--- config.mk ---
export PLATFORM = sky130hd
export DESIGN_NAME = mem_pipeline_q
export DESIGN_NICKNAME = d
export VERILOG_FILES = /design/src/rtl/mem_pipeline_q.sv
export SDC_FILE = /design/constraint.sdc
export NUM_CORES = 1
export LEC_CHECK = 0
export BUFFER_PORTS_ARGS = -buffer_cell sky130_fd_sc_hd__buf_2
export CELL_PAD_IN_SITES_DETAIL_PLACEMENT = 1
export CELL_PAD_IN_SITES_GLOBAL_PLACEMENT = 2
export CORE_MARGIN = 2
export CORE_UTILIZATION = 37
export DETAILED_ROUTE_END_ITERATION = 12
export PLACE_DENSITY = 0.8
export SLEW_MARGIN = 20
export SYNTH_ARGS = -nofsm -noshare
export SYNTH_HDL_FRONTEND = slang
export SYNTH_SLANG_ARGS = --single-unit
--- constraint.sdc ---
create_clock -name clk -period 12 [get_ports clk]
set_input_delay 1.2 -clock clk [delete_from_list [all_inputs] [get_ports clk]]
set_output_delay 1.2 -clock clk [all_outputs]
set_load 0.03 [all_outputs]
--- src/rtl/mem_pipeline_q.sv ---
// In-order memory stage: DEPTH-entry request FIFO, one cache request in flight, registered result slot.
// Optional misalignment faulting is enabled by defining MEM_PIPE_ALIGN_CHK_EN.
`timescale 1ns/1ps
module mem_pipeline_q #(
   parameter int DEPTH  = 4,
   parameter int TAG_W  = 8,
   parameter int ADDR_W = 64
) (
   input  logic              clk,
   input  logic              reset,
   input  logic              in_valid,
   output logic              in_ready,
   input  logic [1:0]        in_op,
   input  logic [1:0]        in_size,
   input  logic              in_signed,
   input  logic [ADDR_W-1:0] in_addr,
   input  logic [63:0]       in_wdata,
   input  logic [TAG_W-1:0]  in_tag,
   output logic              out_valid,
   input  logic              out_ready,
   output logic [TAG_W-1:0]  out_tag,
   output logic [63:0]       out_data,
   output logic              out_fault,
   output logic [1:0]        cache_req_type,
   output logic [ADDR_W-1:0] req_addr,
   output logic [63:0]       req_data,
   output logic [7:0]        req_be,
   input  logic              mem_respcyc,
   input  logic [63:0]       resp_data
);

   localparam int PTR_W = $clog2(DEPTH);

   localparam logic [1:0] OP_MNOP  = 2'd0;
   localparam logic [1:0] OP_LOAD  = 2'd1;
   localparam logic [1:0] OP_STORE = 2'd2;

   localparam logic [1:0] REQ_IDLE  = 2'd0;
   localparam logic [1:0] REQ_READ  = 2'd1;
   localparam logic [1:0] REQ_WRITE = 2'd2;
   localparam logic [1:0] REQ_FLUSH = 2'd3;

   typedef struct packed {
      logic [1:0]        op;
      logic [1:0]        size;
      logic              sgn;
      logic [ADDR_W-1:0] addr;
      logic [63:0]       wdata;
      logic [TAG_W-1:0]  tag;
   } entry_t;

   typedef enum logic {S_IDLE = 1'b0, S_WAIT = 1'b1} state_t;

   function automatic logic [7:0] size_mask(input logic [1:0] size);
      case (size)
         2'd0:    size_mask = 8'h01;
         2'd1:    size_mask = 8'h03;
         2'd2:    size_mask = 8'h0F;
         default: size_mask = 8'hFF;
      endcase
   endfunction

   // Bits shifted past lane 7 fall off, which is the intended truncation.
   function automatic logic [7:0] byte_enables(input logic [1:0] size, input logic [2:0] off);
      byte_enables = size_mask(size) << off;
   endfunction

   function automatic logic [63:0] extract_load(input logic [63:0] word, input logic [2:0] off,
                                                input logic [1:0] size, input logic sgn);
      logic [63:0] sh;
      sh = word >> {off, 3'b000};
      case (size)
         2'd0:    extract_load = sgn ? {{56{sh[7]}},  sh[7:0]}  : {56'd0, sh[7:0]};
         2'd1:    extract_load = sgn ? {{48{sh[15]}}, sh[15:0]} : {48'd0, sh[15:0]};
         2'd2:    extract_load = sgn ? {{32{sh[31]}}, sh[31:0]} : {32'd0, sh[31:0]};
         default: extract_load = sh;
      endcase
   endfunction

`ifdef MEM_PIPE_ALIGN_CHK_EN
   function automatic logic is_misaligned(input logic [1:0] op, input logic [1:0] size,
                                          input logic [2:0] off);
      logic bad;
      case (size)
         2'd0:    bad = 1'b0;
         2'd1:    bad = off[0];
         2'd2:    bad = |off[1:0];
         default: bad = |off;
      endcase
      is_misaligned = bad && ((op == OP_LOAD) || (op == OP_STORE));
   endfunction
`endif

   entry_t              fifo_q [DEPTH];
   entry_t              fifo_d [DEPTH];
   logic [PTR_W:0]      wr_ptr_q, wr_ptr_d, rd_ptr_q, rd_ptr_d;
   state_t              state_q, state_d;
   logic                out_valid_q, out_valid_d, out_fault_q, out_fault_d;
   logic [TAG_W-1:0]    out_tag_q, out_tag_d;
   logic [63:0]         out_data_q, out_data_d, req_data_q, req_data_d;
   logic [1:0]          req_type_q, req_type_d;
   logic [ADDR_W-1:0]   req_addr_q, req_addr_d;
   logic [7:0]          req_be_q, req_be_d;

   entry_t              head_s;
   logic                empty_s, full_s, push_s, pop_s, slot_free_s, bad_s;
   logic                res_load_s, res_fault_s;
   logic [63:0]         res_data_s;

   assign head_s      = fifo_q[rd_ptr_q[PTR_W-1:0]];
   assign empty_s     = (wr_ptr_q == rd_ptr_q);
   assign full_s      = (wr_ptr_q[PTR_W] != rd_ptr_q[PTR_W]) &&
                        (wr_ptr_q[PTR_W-1:0] == rd_ptr_q[PTR_W-1:0]);
   assign push_s      = in_valid && !full_s;
   assign slot_free_s = !out_valid_q || out_ready;

`ifdef MEM_PIPE_ALIGN_CHK_EN
   assign bad_s = is_misaligned(head_s.op, head_s.size, head_s.addr[2:0]);
`else
   assign bad_s = 1'b0;
`endif

   // Issue FSM: MNOPs and faulting ops retire straight from IDLE; real ops hold the request until the response.
   always_comb begin
      state_d     = state_q;
      pop_s       = 1'b0;
      res_load_s  = 1'b0;
      res_fault_s = 1'b0;
      res_data_s  = 64'd0;
      req_type_d  = req_type_q;
      req_addr_d  = req_addr_q;
      req_data_d  = req_data_q;
      req_be_d    = req_be_q;
      case (state_q)
         S_IDLE: begin
            if (!empty_s && slot_free_s) begin
               if ((head_s.op == OP_MNOP) || bad_s) begin
                  pop_s       = 1'b1;
                  res_load_s  = 1'b1;
                  res_fault_s = bad_s;
               end else begin
                  state_d    = S_WAIT;
                  req_addr_d = {head_s.addr[ADDR_W-1:3], 3'b000};
                  case (head_s.op)
                     OP_LOAD:  req_type_d = REQ_READ;
                     OP_STORE: req_type_d = REQ_WRITE;
                     default:  req_type_d = REQ_FLUSH;
                  endcase
                  if (head_s.op == OP_STORE) begin
                     req_data_d = head_s.wdata << {head_s.addr[2:0], 3'b000};
                     req_be_d   = byte_enables(head_s.size, head_s.addr[2:0]);
                  end else begin
                     req_data_d = 64'd0;
                     req_be_d   = 8'd0;
                  end
               end
            end else begin
               state_d = S_IDLE;
            end
         end
         S_WAIT: begin
            if (mem_respcyc) begin
               state_d    = S_IDLE;
               pop_s      = 1'b1;
               res_load_s = 1'b1;
               req_type_d = REQ_IDLE;
               req_addr_d = '0;
               req_data_d = 64'd0;
               req_be_d   = 8'd0;
               if (head_s.op == OP_LOAD) begin
                  res_data_s = extract_load(resp_data, head_s.addr[2:0], head_s.size, head_s.sgn);
               end else begin
                  res_data_s = 64'd0;
               end
            end else begin
               state_d = S_WAIT;
            end
         end
         default: begin
            state_d    = S_IDLE;
            req_type_d = REQ_IDLE;
            req_be_d   = 8'd0;
         end
      endcase
   end

   // Result slot, FIFO pointers and storage next-state.
   always_comb begin
      if (res_load_s) begin
         out_valid_d = 1'b1;
         out_tag_d   = head_s.tag;
         out_data_d  = res_data_s;
         out_fault_d = res_fault_s;
      end else begin
         out_valid_d = out_valid_q && !out_ready;
         out_tag_d   = out_tag_q;
         out_data_d  = out_data_q;
         out_fault_d = out_fault_q;
      end
      wr_ptr_d = wr_ptr_q + {{PTR_W{1'b0}}, push_s};
      rd_ptr_d = rd_ptr_q + {{PTR_W{1'b0}}, pop_s};
      fifo_d   = fifo_q;
      if (push_s) begin
         fifo_d[wr_ptr_q[PTR_W-1:0]] = '{op: in_op, size: in_size, sgn: in_signed,
                                         addr: in_addr, wdata: in_wdata, tag: in_tag};
      end else begin
         fifo_d = fifo_q;
      end
   end

   // Control and output registers; reset drops every queued and in-flight op.
   always_ff @(posedge clk) begin
      if (reset) begin
         state_q     <= S_IDLE;
         wr_ptr_q    <= '0;
         rd_ptr_q    <= '0;
         out_valid_q <= 1'b0;
         out_tag_q   <= '0;
         out_data_q  <= 64'd0;
         out_fault_q <= 1'b0;
         req_type_q  <= REQ_IDLE;
         req_addr_q  <= '0;
         req_data_q  <= 64'd0;
         req_be_q    <= 8'd0;
      end else begin
         state_q     <= state_d;
         wr_ptr_q    <= wr_ptr_d;
         rd_ptr_q    <= rd_ptr_d;
         out_valid_q <= out_valid_d;
         out_tag_q   <= out_tag_d;
         out_data_q  <= out_data_d;
         out_fault_q <= out_fault_d;
         req_type_q  <= req_type_d;
         req_addr_q  <= req_addr_d;
         req_data_q  <= req_data_d;
         req_be_q    <= req_be_d;
      end
   end

   // Payload storage needs no reset: pointers alone define which entries are live.
   always_ff @(posedge clk) begin
      fifo_q <= fifo_d;
   end

   assign in_ready       = !full_s;
   assign out_valid      = out_valid_q;
   assign out_tag        = out_tag_q;
   assign out_data       = out_data_q;
   assign out_fault      = out_fault_q;
   assign cache_req_type = req_type_q;
   assign req_addr       = req_addr_q;
   assign req_data       = req_data_q;
   assign req_be         = req_be_q;

endmodule

==> Word-level counts from Yosys, hierarchy flattened <==
Cells that the tools add are included.
{ "classes": {"n_addsub": 2, "multipliers": 0, "div": 0, "n_lt_le_gt_ge": 3, "n_eq_ne": 10, "shifts": 3, "muxes": 45, "bitwise": 3, "reduce_logical": 13} }
{ "op_table": {"columns": ["operator", "n"], "rows": [
  ["two-way mux 64 bit", 12],
  ["bitwise mux 564 bit", 1],
  ["two-way mux 141 bit", 3],
  ["binary-select mux 141 bit (select 2 bit)", 1],
  ["demux 141 bit (select 2 bit)", 1],
  ["one-hot mux 64 bit (2 select lines)", 2],
  ["one-hot mux 64 bit (3 select lines)", 1],
  ["two-way mux 8 bit", 8],
  ["left shift 64 x 6 -> 64 bit", 1],
  [">> shifter 64 x 6 -> 64 bit", 1],
  ["one-hot mux 8 bit (3 select lines)", 1],
  ["one-hot mux 8 bit (2 select lines)", 1],
  ["one-hot mux 2 bit (2 select lines)", 2],
  ["left shift 8 x 3 -> 8 bit", 1],
  ["two-way mux 1 bit", 7],
  ["adder 3 x 1 -> 3 bit", 2],
  ["greater-or-equal comparator 3 bit, second input constant", 2],
  ["two-way mux 2 bit", 3],
  ["!= test 2 bit, second input constant", 3],
  ["inverter 2 -> 3 bit", 2],
  ["logical AND 1 bit", 5],
  ["equality test 2 x 1 -> 1 bit, second input constant", 2],
  ["equality test 2 bit, second input constant", 2],
  ["zero test 1 bit", 4],
  ["other kinds (9)", 11]
]} }
{ "totals": {"register_bits": 782, "latch_bits": 0, "mem_bits_rw": 0, "romBits": 0, "inputBits": 210, "out_inout_bits": 213, "wordCells": 113, "memories": 0} }

==> Depth between registers and ports, before layout <==
Gate-level depths: netlist of run 1.
{ "logic_depth": {"depth_word": 15, "mapped_depth": 11, "depth_no_buf": 9} }

==> Least setup slack after synthesis of run 1 <==
Ideal clock, no wire load.
{ "synth_timing": {"kind": "input port to flip-flop", "from": "input port in_valid", "to": "register fifo_q[141] in the netlist's numbering (enable)", "setup_time_ns": 0.843, "arrival_ns": 11.512, "path_slack_ns": -0.355, "stages": 2, "path_cell_list": "nand2_1 > nor3b_1"} }
{ "synth_via": {"elab_chain_cells": 1} }
{ "synth_lines": {"columns": ["element", "line_no", "text"], "rows": [
  ["start: declaration", "11", "input logic in_valid,"],
  ["logical AND 1 bit", "114", "assign push_s = in_valid && !full_s;"],
  ["end signal: assignment", "242", "fifo_q <= fifo_d;"],
  ["end: declaration", "94", "entry_t fifo_q [DEPTH];"]
]} }
Every way passes these cells.
A chain may end at the register's enable or synchronous reset.

==> Final worst setup path of run 1 <==
{ "layout_timing": {"from": "register rd_ptr_q[1]", "to": "register req_data_q[21] (netlist: req_data[21])"} }
{ "layout_via": {"elab_chain_cells": 9, "elab_cells_between_ends": 17, "classes_between": "4 x eq/ne; 1 x shift; 7 x mux; 1 x bitwise; 4 x reduce/logical"} }
{ "layout_lines": {"columns": ["element", "line_no", "text"], "rows": [
  ["start: declaration", "96", "logic [PTR_W:0] wr_ptr_q, wr_ptr_d, rd_ptr_q, rd_ptr_d;"],
  ["start signal: assignment", "228", "rd_ptr_q <= rd_ptr_d;"],
  ["inverter 2 -> 3 bit (implied by the code)", "110", "assign head_s = fifo_q[rd_ptr_q[PTR_W-1:0]];"],
  ["binary-select mux 141 bit (select 2 bit)", "110", null],
  ["two-way mux 141 bit (implied by the code) (2 in a row)", "110", null],
  ["left shift 64 x 6 -> 64 bit or equality test 2 bit (tied branches)", "150, 149", null],
  ["two-way mux 64 bit", "149", "if (head_s.op == OP_STORE) begin"],
  ["two-way mux 64 bit", "137", "if ((head_s.op == OP_MNOP) || bad_s) begin"],
  ["two-way mux 64 bit", "136", "if (!empty_s && slot_free_s) begin"],
  ["one-hot mux 64 bit (2 select lines)", "134", "case (state_q)"],
  ["end signal: assignment", "235", "req_data_q <= req_data_d;"],
  ["end: declaration", "100", "logic [63:0] out_data_q, out_data_d, req_data_q, req_data_d;"]
]} }
Several ways; a longest one is shown, not always the timed one. The select of a mux whose other input is x is not followed.

==> metrics.cfg, run 1 <==
[drt]
top_layer_used=met5
drtIter0Drc=1572
wl_met1_mm=40.07
drc_errors=0
viasPerCell=5.586
met2_length_mm=47.99
dr_wl_met3_mm=7.434
wl_per_cell_um=26.96
drt_first_pass_iters=5
drt_wl_total_mm=98.23
postRouteAntennaNets=0
dr_total_vias=20349

[run_status]
status=finished, final reports clean

[global_route]
grt_max_degree=98
track_usage=0.2233
antenna_found_initial=33
grt_overflow_total=0
grt_pass1_vias=21106
grt_pass1_wl_mm=143.4

[setup_path]
startpoint_type=flop
cp.buffers_inverters=4
critPathTopFamily=buffers and inverters
worst_ep_arrival_time_ns=5.96
path_class=reg2reg
crit_slowest_cell=buf_4
critPathMostFrequentCell=buf_4
cp_max_fo=67
slowest_delay_ns=0.95
end_kind=flop
cp.required_ns=12.57
path_cells=buf_4, buf_4, xor2_1, o311ai_1, nor2_4, buf_4, nor2_4, buf_4, a22oi_1, nor2_1

[die]
die_w_um=294.4
die_y_um=294.4
rows=106
ios=423
coreArea_sq_um=83560
initial_utilization=0.3733
fp.dieArea_sq_um=86650

[clock_network]
clock_latency_ns=0.65
clock-root-buffer=clkbuf_16
ctsHtreeMaxLevel=3
clock-sinks=779
cts_resized=0
cts_tree=yes
clock_path_buffers=3
cts-buffers-inserted=83
holdBufCountCts=0
cts_setup_buffers=0
clkTransAtPathRegs_ns=0.06

[synthesis]
synth.avg_cell_area_sq_um=14.85
synth_edf_count=564
yosys_warnings=0
synthCells=2101
synthArstFlopShare=0
ys_seq_area_frac=0.6809
synth.cell_area_sq_um=31190
synth.ff_latch_count=779
ys.flop_type=edfxtp_1
synth.distinct_cells=62

[timing]
finalCritPeriodShare=0.4495
finalMaxSlewViolations=0
max_slew_margin=0.2520
fmax_mhz=185.4
skew_ns=0.03065
min_period_ns=5.394
setup_slack_ns=6.606
grt_setup_unrepaired=false
worstMarginPinSlew_ns=1.122
setup_viol=0
setup_tns_ns=0
hold_viol=0

[placed_design]
dp_hpwl_mm=65.24
dp_cells=3475
place_ws_ns=6.474
place.gp.congestion=0.8753
io_buffers=418

[pwr]
p_leak_uw=0.01323
p_total_uw=8612
p_per_area_nw_per_um2=231.5
vdd_drop_max_v=0.0001610

[final_layout]
nNetsFinal=2694
instances_no_fill=3643
utilization=0.4451
area_growth_pct=19.23
drive_gt1_frac=0.3027

[hold_path]
hp-class=reg2reg

[run]
drv_cap=0

-- path summary, 6_finish.rpt --
kind / depth (start not counted) / slack (ns) / endpoint / start
worst max register to register: 10 / 6.61 / req_data[21] / rd_ptr_q[1]
worst min register to register: 2 / 0.45 / req_be[2] / req_be[2]
worst max-delay path: 10 / 6.61 / req_data[21] / rd_ptr_q[1]
worst min-delay path: 2 / 0.45 / req_be[2] / req_be[2]
-- registers in the layout, summed over array words and instances (netlist names) --
name / count
cache_req_type: 2
fifo_q: 564
out_data: 64
out_tag: 8
out_valid: 1
rd_ptr_q: 3
req_addr: 61
req_be: 8
req_data: 64
state_q: 1
wr_ptr_q: 3
-- cell usage after synthesis (8+ instances only) --
library cell / count / area [sq um]
a211oi_1: 14 / 105.1
a21oi_1: 162 / 810.8
a22o_1: 19 / 166.4
a22oi_1: 44 / 330.3
a311oi_1: 12 / 105.1
a31oi_1: 10 / 62.56
a32o_1: 17 / 170.2
a32oi_1: 25 / 219.0
buf_1: 8 / 30.03
buf_2: 35 / 175.2
buf_4: 12 / 90.09
clkbuf_1: 103 / 386.6
dfxtp_1: 215 / 4304
edfxtp_1: 564 / 16940
mux2_2: 15 / 168.9
mux2i_1: 74 / 740.7
mux4_2: 147 / 3311
nand2_1: 239 / 897.1
nand2b_1: 10 / 62.56
nand3_1: 104 / 520.5
nor2_1: 91 / 341.6
nor2b_1: 13 / 81.33
nor3_1: 10 / 50.05
o21ai_0: 55 / 275.3
o22ai_1: 18 / 112.6
o2bb2ai_1: 8 / 70.07
-- metal layers --
| metal | track usage | up-vias |
|---|---|---|
| li1 | - | 8966 |
| met1 | 0.2867 | 10507 |
| met2 | 0.3707 | 683 |
| met3 | 0.05445 | 163 |
| met4 | 0.07429 | 30 |
| met5 | 0 | - |
-- logic make-up after synthesis --
| family | after synthesis | synth area share |
|---|---|---|
| xor gates and xnor gates | 5 | 0.001404 |
| adders and majority gates | 4 | 0.001604 |
| buffers and inverters | 168 | 0.02451 |
| and+or+nand+nor | 491 | 0.06787 |
| muxes | 237 | 0.1357 |
| other | 1 | 0.0001202 |
| AOI/OAI and AO/OA | 416 | 0.08788 |
| DFF | 779 | 0.6809 |
-- cell type report --
class | instances | area (sq um)
Sequential cell | 779 | 21250
Fill cell | 8495 | 46360
Clock buffer | 112 | 2366
Timing Repair Buffer | 455 | 2384
Antenna cell | 13 | 32.53
Tap cell | 1080 | 1351
Clock inverter | 43 | 504.2
Inverter | 4 | 15.01
Multi-Input combinational cell | 1157 | 9294
-- layout by cell type, fill, tap and decap left out, types with 44 or more instances in the layout --
cell type,instances
mux2i_1,74
o21ai_0,55
nand3_1,104
clkbuf_16,88
buf_2,417
a22oi_1,44
edfxtp_1,564
mux4_2,145
nor2_1,88
nand2_1,238
dfxtp_1,213
a21oi_1,161
-- worst register-to-register path: stages, from the launching register on --
cell and delay [ns]:
dfxtp_4 0.54, buf_4 0.82, buf_4 0.97, xor2_1 0.25, o311ai_1 0.84, nor2_4 0.06, buf_4 0.35, nor2_4 0.59
buf_4 0.55, a22oi_1 0.22, nor2_1 0.14
-- through the flow --
| step | cell area, sq um | hold slack, ns |
|---|---|---|
| detailed placement | 34290 | 0.4462 |
| finish | 37190 | 0.4528 |
| global route | 37180 | 0.4700 |
| floorplan | 31210 | 0.4711 |
| CTS | 37160 | 0.4586 |
| global placement | 34280 | 0.4391 |
-- report_power, final --
part | internal [uW] | switching (uW)
clock | 1540 | 1110
sequential | 3120 | 153
combinational | 879 | 1810
Power figures use the tool's default switching activity.
==> inputs of run 2 (changes only) <==
CORE_UTILIZATION = 41   (was 37)
PLACE_DENSITY = 0.84   (was 0.8)
clock period = 5.5 ns   (was 12 ns; I/O delays follow)
==> run 2 against run 1 <==
Net effect: design area increased by 0.21%; global-route usage up 2.6 points; clock power is 130% higher; total power rose by 120%; fmax up 31%; utilization grew 4.8 points; first-iteration DRC count is 3.8% lower; setup slack worse by 5.2 ns; combinational power grew 120%; critical path type unchanged; highest routed layer unchanged.
==> metrics.cfg, run 2 (same netlist as run 1, synthesis figures left out) <==
[run_status]
status=finished, final reports clean

[timing]
hold_viol=0
min_period_ns=4.104
grt_setup_unrepaired=false
max_slew_margin=0.2164
setup_viol=0
worstMarginPinSlew_ns=1.171
fmax_mhz=243.6
skew_ns=0.04288
setup_tns_ns=0
finalCritPeriodShare=0.7462
finalMaxSlewViolations=0

[drt]
dr_total_vias=20593
viasPerCell=5.816
drc_errors=0
drt_wl_total_mm=98.87
wl_per_cell_um=27.92
postRouteAntennaNets=0
drt_first_pass_iters=5
drtIter0Drc=1513

[setup_path]
cp.required_ns=6.04
path_class=reg2reg
crit_slowest_cell=mux4_4
cp_max_fo=49
startpoint_type=flop
path_cells=mux4_4, buf_4, nor2_1, and3_1, o21ai_0, a311oi_1
end_kind=flop
rr_worst_depth=6
worst_ep_arrival_time_ns=4.64
setup.worst_path.start=rd_ptr_q[0]
slowest_delay_ns=1.07
rr_startpoint=rd_ptr_q[0]

[die]
fp.dieArea_sq_um=78310
initial_utilization=0.4128
rows=101
die_w_um=279.8
ios=423
coreArea_sq_um=75570
die_y_um=279.8

[final_layout]
regArea_sq_um=21250
largest_register=fifo_q
instances_no_fill=3541
nNetsFinal=2695
drive_gt1_frac=0.3031
area_growth_pct=19.48
final_cell_area_sq_um=37270
final_common_cell=edfxtp_1
layout_common_cells=564 x edfxtp_1, 417 x buf_2, 238 x nand2_1
largest_reg_flops=564
multiInputGateArea_sq_um=9305
nFillCells=7465

[pwr]
clock_power_share=0.317
switchingPower_uw=6760
vdd_drop_max_v=0.0003750
p_leak_uw=0.01329
p_per_area_nw_per_um2=512.7
p_int_uw=12350
pwr-share-seq=0.374
p_sw_frac=0.3538
p_comb_frac=0.309

[placed_design]
dp_hpwl_mm=65.33
placed_area_sq_um=34190
place.gp.congestion=0.9298
io_buffers=418
dp_cells=3371

[clock_network]
clock_latency_ns=0.65
clock_path_buffers=3
clock-root-buffer=clkbuf_16
ctsHtreeMaxLevel=3
cts_resized=0
cts-buffers-inserted=85
cts_setup_buffers=0
clkTransAtPathRegs_ns=0.06
clock-sinks=779
holdBufCountCts=0
cts_tree=yes

[hold_path]
whs_path_depth=1
hold_start=in_addr[46]
hp-class=in2reg

[global_route]
grt_pass1_vias=21647
grt_max_degree=117
grt_pass1_wl_mm=145.6
grt_overflow_total=0
antenna_found_initial=35
track_usage=0.2494

[run]
drv_cap=0

[run 2: final cells by class]
| type | count | area share |
|---|---|---|
| Antenna cell | 9 | 0.0006042 |
| Clock buffer | 116 | 0.06314 |
| Clock inverter | 44 | 0.01843 |
| Inverter | 4 | 0.0004028 |
| Multi-Input combinational cell | 1157 | 0.2496 |
| Sequential cell | 779 | 0.5701 |
| Tap cell | 978 | 0.03283 |
| Timing Repair Buffer | 454 | 0.06489 |
[run 2: layer usage]
metal,track usage,part of all wire,vias up
li1,-,-,8966
met1,0.3181,0.40,10666
met2,0.4178,0.50,739
met3,0.06013,0.069,186
met4,0.08460,0.032,36
met5,0,0.0024,-
[run 2: power groups by stage]
stage	sequential, uW	clock, uW	combinational, uW
after floorplan	7630	0	3570
after global placement	7230	0	5760
after detailed placement	7260	0	5860
after CTS	7150	6180	5900
after global routing	7190	6410	6300
final	7150	6060	5900
[run 2: worst max-delay path: cells and delay by family (launching register included)]
family | cells | cell delay [ns]
buffers and inverters | 1 | 0.44
DFF | 1 | 0.78
and+or+nand+nor | 2 | 1.20
AOI/OAI and AO/OA | 2 | 0.43
muxes | 1 | 1.07
[run 2: worst paths after layout]
check                       to  slack [ns]
setup / recovery  out_data[29]        1.40
hold / removal     fifo_q[400]        0.11
setup reg to reg  out_data[29]        1.40
hold reg to reg    out_data[0]        0.46
[run 2: stage by stage]
stage / hold WS [ns] / utilization / setup slack, ns / total power [uW]
6_report: 0.1102 / 0.4932 / 1.396 / 19110
5_1_grt: 0.08734 / 0.4932 / 1.251 / 19900
4_1_cts: 0.07113 / 0.4927 / 1.429 / 19230
3_5_place_dp: 0.4489 / 0.4524 / 1.429 / 13120
3_3_place_gp: 0.4393 / 0.4524 / 1.467 / 12990
2_1_floorplan: 0.4711 / - / 0.1709 / 11200
